--- src/rtl/exc_commit.sv ---
// WB-stage exception / ERTN commit unit.
// Latches the instruction leaving MEM, prioritises its exception flags with the
// CSR interrupt request, drives the CSR commit inputs and the pipeline flush,
// and holds a single flush-recovery cycle so nothing stale commits behind a trap.
module exc_commit #(
    parameter int PC_W      = 32,
    parameter int RF_ADDR_W = 5
) (
    input  logic                 clk,
    input  logic                 reset,

    input  logic                 ms_to_ws_valid,
    output logic                 ws_allowin,
    input  logic [PC_W-1:0]      ms_pc,
    input  logic [PC_W-1:0]      ms_vaddr,
    input  logic [4:0]           ms_exc_flags,
    input  logic                 ms_ertn,
    input  logic                 ms_rf_we,
    input  logic [RF_ADDR_W-1:0] ms_rf_waddr,
    input  logic [31:0]          ms_rf_wdata,

    input  logic                 INT_signal,

    output logic                 EXC_signal,
    output logic                 ERTN_signal,
    output logic [5:0]           EXC_ecode,
    output logic [8:0]           EXC_esubcode,
    output logic [PC_W-1:0]      EXC_pc,
    output logic [PC_W-1:0]      EXC_vaddr,

    output logic                 flush,

    output logic                 rf_we,
    output logic [RF_ADDR_W-1:0] rf_waddr,
    output logic [31:0]          rf_wdata
);

    // Flag bit positions within ms_exc_flags.
    localparam int unsigned F_ADEF = 0;
    localparam int unsigned F_INE  = 1;
    localparam int unsigned F_SYS  = 2;
    localparam int unsigned F_BRK  = 3;
    localparam int unsigned F_ALE  = 4;

    localparam logic [5:0] ECODE_INT  = 6'h00;
    localparam logic [5:0] ECODE_ADEF = 6'h08;
    localparam logic [5:0] ECODE_ALE  = 6'h09;
    localparam logic [5:0] ECODE_SYS  = 6'h0B;
    localparam logic [5:0] ECODE_BRK  = 6'h0C;
    localparam logic [5:0] ECODE_INE  = 6'h0D;

    typedef enum logic {
        S_RUN,
        S_FLUSH
    } state_t;

    state_t                 state;
    state_t                 state_next;

    logic                   ws_valid;
    logic [PC_W-1:0]        ws_pc;
    logic [PC_W-1:0]        ws_vaddr;
    logic [4:0]             ws_flags;
    logic                   ws_ertn;
    logic                   ws_rf_we;
    logic [RF_ADDR_W-1:0]   ws_rf_waddr;
    logic [31:0]            ws_rf_wdata;

    // State register and WB pipeline register; a flush squashes whatever MEM offers on that edge.
    always_ff @(posedge clk) begin
        if (reset) begin
            state       <= S_RUN;
            ws_valid    <= 1'b0;
            ws_pc       <= '0;
            ws_vaddr    <= '0;
            ws_flags    <= '0;
            ws_ertn     <= 1'b0;
            ws_rf_we    <= 1'b0;
            ws_rf_waddr <= '0;
            ws_rf_wdata <= '0;
        end else begin
            state <= state_next;
            if (flush || !ws_allowin) begin
                ws_valid <= 1'b0;
            end else begin
                ws_valid <= ms_to_ws_valid;
                if (ms_to_ws_valid) begin
                    ws_pc       <= ms_pc;
                    ws_vaddr    <= ms_vaddr;
                    ws_flags    <= ms_exc_flags;
                    ws_ertn     <= ms_ertn;
                    ws_rf_we    <= ms_rf_we;
                    ws_rf_waddr <= ms_rf_waddr;
                    ws_rf_wdata <= ms_rf_wdata;
                end
            end
        end
    end

    // Commit decode, flush generation and next-state; everything is held at zero in FLUSH.
    always_comb begin
        state_next   = state;
        ws_allowin   = 1'b0;
        EXC_signal   = 1'b0;
        ERTN_signal  = 1'b0;
        EXC_ecode    = '0;
        EXC_esubcode = '0;
        EXC_pc       = '0;
        EXC_vaddr    = '0;
        flush        = 1'b0;
        rf_we        = 1'b0;
        rf_waddr     = '0;
        rf_wdata     = '0;

        if (state == S_RUN) begin
            ws_allowin = 1'b1;
            EXC_pc     = ws_pc;
            EXC_vaddr  = ws_vaddr;
            rf_waddr   = ws_rf_waddr;
            rf_wdata   = ws_rf_wdata;

            if (ws_valid) begin
                EXC_signal = 1'b1;
                if (INT_signal)             EXC_ecode = ECODE_INT;
                else if (ws_flags[F_ADEF])  EXC_ecode = ECODE_ADEF;
                else if (ws_flags[F_INE])   EXC_ecode = ECODE_INE;
                else if (ws_flags[F_SYS])   EXC_ecode = ECODE_SYS;
                else if (ws_flags[F_BRK])   EXC_ecode = ECODE_BRK;
                else if (ws_flags[F_ALE])   EXC_ecode = ECODE_ALE;
                else                        EXC_signal = 1'b0;

                ERTN_signal = ws_ertn && !EXC_signal;
                rf_we       = ws_rf_we && !EXC_signal;
            end

            flush = EXC_signal || ERTN_signal;
            if (flush) begin
                state_next = S_FLUSH;
            end
        end else begin
            state_next = S_RUN;
        end
    end

endmodule
--- config.mk ---
export PLATFORM = sky130hd
export DESIGN_NAME = exc_commit
export DESIGN_NICKNAME = d
export VERILOG_FILES = /design/src/rtl/exc_commit.sv
export SDC_FILE = /design/constraint.sdc
export NUM_CORES = 1
export LEC_CHECK = 0
export ABC_AREA = 1
export BUFFER_PORTS_ARGS = -buffer_cell sky130_fd_sc_hd__buf_2
export CAP_MARGIN = 20
export CORE_AREA = 5 5 118 120
export CTS_CLUSTER_DIAMETER = 50
export DETAILED_ROUTE_END_ITERATION = 7
export DIE_AREA = 0 0 123 125
export PLACE_DENSITY = 0.77
export SKIP_CTS_REPAIR_TIMING = 1
export SLEW_MARGIN = 20
export SYNTH_ARGS = -nofsm -noshare
export SYNTH_HDL_FRONTEND = slang
export SYNTH_SLANG_ARGS = --single-unit
--- constraint.sdc ---
create_clock -name clk -period 2.2 [get_ports clk]
set_input_delay 0.44 -clock clk [delete_from_list [all_inputs] [get_ports clk]]
set_output_delay 0.44 -clock clk [all_outputs]
set_load 0.005 [all_outputs]
Word level (Yosys, flattened, before mapping)
Index checks and enable logic that the tools add are counted.
{ "word_totals": {"register_bits": 110, "word_cells": 49} }
{ "classes": {"mux": 31, "n_bitwise": 1, "reduce_logical": 8} }
{ "ops": {"columns": ["op", "count"], "rows": [
  ["two-way mux 32 bit", 3],
  ["two-way mux 4 bit", 8],
  ["two-way mux 1 bit", 19],
  ["two-way mux 5 bit", 1],
  ["OR reduction 2 bit", 2],
  ["logical AND 1 bit", 2],
  ["logical OR 1 bit", 2],
  ["AND reduction 2 bit", 1],
  ["logical NOT 1 bit", 1],
  ["NOT 1 bit", 1]
]} }

Longest topological paths before layout
{ "logic_depth": {"ltp_word": 17, "depth_mapped": 10, "ltp_nobuf": 7} }

Worst setup path before layout
Ideal clock, no wire load.
{ "synth_timing": {"path_kind": "register -> output", "from": "register state", "to": "output EXC_pc[12]", "t_arrival_ps": 1105, "required_time_ps": 1760, "setup_slack_ps": 655, "stages_incl_launch_ff": 5, "n_path_buf": 3, "path_cell_list": "dfxtp_1 buf_2 clkbuf_1 buf_1 nor2_1"} }
{ "synth_between": {"elab_chain_cells": 1} }
{ "synth_lines": {"columns": ["element", "line", "source"], "rows": [
  ["start, declared", "57", "state_t state;"],
  ["start signal, assigned", "82", "state <= state_next;"],
  ["two-way mux 32 bit", "115", "if (state == S_RUN) begin"],
  ["end, declared", "28", "output logic [PC_W-1:0] EXC_pc,"]
]} }
No other way between the ends.

Worst setup path after layout
{ "layout_timing": {"from": "register state", "to": "output rf_wdata[30]"} }
{ "layout_between": {"elab_chain_cells": 1} }
{ "layout_lines": {"columns": ["element", "line", "source"], "rows": [
  ["two-way mux 32 bit", "115", null],
  ["end, declared", "35", "output logic [31:0] rf_wdata"]
]} }
No other way between the ends.

==> results_dict.tcl <==
set metrics [dict create \
    status "finished, final reports clean" \
    die_h_um 125 \
    tns_ns 0 \
    worst_setup_path_start_kind "flip-flop" \
    maxCapViolCount 0 \
    cp-end-kind "primary output" \
    die_w_um 123 \
    hp-start "reset" \
    setup_viol 0 \
    cts_tree "built" \
    fin_crit_sh 0.926 \
    r2r_end "ws_rf_wdata[12]" \
    cp_cell_sequence "buf_4, nor2_1, buf_2" \
    min_period_ns 2.04 \
    ir_drop_mv 0.302 \
    cts_sinks 110 \
    rsz0062_at_grt "no" \
    yosysTopAreaCellShare 0.353 \
    dieArea_mm2 0.0154 \
    clkSlewWorstSetupHoldPaths_ns 0.07 \
    insertion_delay_ns 0.35 \
    syn_area_per_cell_um2 5.79 \
    timing.hold.ws_ns 0.295 \
    io-pin-count 233 \
    route.detailed.drc 0 \
    grt_pass1_vias 5632 \
    core_area_mm2 0.0129 \
    drtIter0Drc 457 \
    firstDrtPassIters 7 \
    reg2reg_depth 7 \
    yosys_most_used_dff "dfxtp_1" \
    slowest_stage "dfxtp_4" \
    placementRows 42 \
    cts_max_path_buffers 2 \
    fmax_mhz 491 \
    hold_viol 0 \
    path_class "reg2out" \
    post-place-ws_ns 0.423 \
    synthCells 1078 \
    wirelength_mm 16.6 \
    critPathMaxFanout 35 \
    synthTopCellsByArea "dfxtp_1 35%, inv_1 19%, nor2_1 13%" \
    detail-route-antenna-nets 0 \
    r2r_setup_slack_ns 0.47 \
    leakage_nw 5.17 \
    drive_gt1_frac 0.221 \
    timing.rr.start "ws_flags[4]" \
    skew_ns 0.00549 \
    yosysTopAreaCell "dfxtp_1" \
    ys_seq_area_frac 0.353 \
    ys_warn_count 0 \
    cts_max_level 3 \
    cp.required_ns 1.76 \
    cts_made_buffers 9 \
    gp_congestion 0.788 \
    synth_edf_count 0 \
    synth_commonest_cells "319 x inv_1, 214 x nor2_1, 212 x nand2_1" \
    netlist_area_mm2 0.00625 \
    grt_pass1_wl_mm 26.3 \
    min_path_cells 2 \
    syn2layout_area_growth_pct 23.9 \
    critPathMaxStageDelay_ns 0.61 \
    vias 6414 \
    cts-root-buf "clkbuf_16" \
    slew_viol_final 0 \
    overflow 0 \
    hp-class "in2reg" \
    synth_cell_types 20 \
    antenna_found_initial 2 \
    setup_ws_ns 0.162 \
    hold_end "ws_valid" \
    start_util 0.485 \
    power_density_mw_per_mm2 697 \
    fin_area_mm2 0.00774 \
    placed_area_mm2 0.00743 \
    ys_ff_latch 110 \
    nNetsFinal 1367 \
    synthArstFlopShare 0 \
    wl_per_cell_um 11.5 \
    yosysMostFrequentCell "inv_1" \
    vias_per_cell 4.46 \
    grt_start_max_net_pins 66 \
    dp_hpwl_mm 11.2 \
    port_buffers 221 \
    grtUsageTotal 0.208 \
    arrival_ns 1.60 \
]
-- state kept, by name, indices dropped and copies added (netlist names) --
signal       cells
ws_pc           32
ws_rf_wdata     32
ws_vaddr        32
ws_flags         5
ws_rf_waddr      5
state            1
ws_ertn          1
ws_rf_we         1
ws_valid         1
-- cells by family after synthesis --
kind of cell	count (synthesis)	share of synthesized area
compound gates	3	0.00240
buf+inv	411	0.261
flops	110	0.353
other cells	1	0.000600
simple gates	553	0.383
-- cell type report --
cell class	instances	area (µm²)
Fill cell	1327	5140
Clock inverter	4	45.0
Clock buffer	12	256
Antenna cell	1	2.50
Tap cell	176	220
Sequential cell	110	2210
Inverter	330	1240
Multi-Input combinational cell	567	2480
Timing Repair Buffer	237	1290
-- routing by layer --
| layer | track usage | wire length (µm) | vias up |
|---|---|---|---|
| met1 | 0.273 | 7120 | 2762 |
| met3 | 0.0388 | 1290 | 25 |
| met5 | 0 | 13 | - |
| li1 | - | - | 3412 |
| met2 | 0.338 | 7800 | 213 |
| met4 | 0.0795 | 335 | 2 |
-- power by group --
| part | internal, mW | switching (mW) |
|---|---|---|
| Sequential | 2.20 | 0.0721 |
| Clock | 0.941 | 0.733 |
| Combinational | 0.573 | 0.865 |
| Total | 3.72 | 1.67 |
-- how the worst max path moves through the flow --
stage | from | endpoint | slack [ns] | cells past startpoint
6_report | state | rf_wdata[30] | 0.16 | 3
5_1_grt | state | EXC_vaddr[16] | 0.05 | 3
4_1_cts | state | EXC_pc[28] | 0.14 | 3
3_5_place_dp | INT_signal | ws_vaddr[5] | 0.42 | 8
3_3_place_gp | INT_signal | ws_vaddr[5] | 0.46 | 8
2_1_floorplan | state | EXC_pc[12] | 0.65 | 4
-- metrics by stage --
step | power (mW) | std cells | util
finish | 5.39 | 1437 | 0.601
detailed placement | 3.76 | 1420 | 0.577
floorplan | 3.28 | 1088 | -
CTS | 5.43 | 1436 | 0.601
global placement | 3.74 | 1420 | 0.577
global route | 5.74 | 1437 | 0.601
-- critical path: cells and delay by family, from the launching register on --
| kind | cells | cell delay (ns) |
|---|---|---|
| buffers and inverters | 2 | 0.50 |
| AND/OR/NAND/NOR | 1 | 0.11 |
| flip-flops | 1 | 0.61 |
-- placed cells by master, fill, tap and decap left out, drive strengths merged --
master  instances
inv           329
nor2          216
bufinv          1
nand4         109
a21oi           3
clkinv          4
nand3           2
nor3            2
and2            1
nor4            1
buf           237
diode           1
clkbuf         12
nand2         222
dfxtp         110
conb           11
Note: power is estimated with default switching activity, not from simulation.
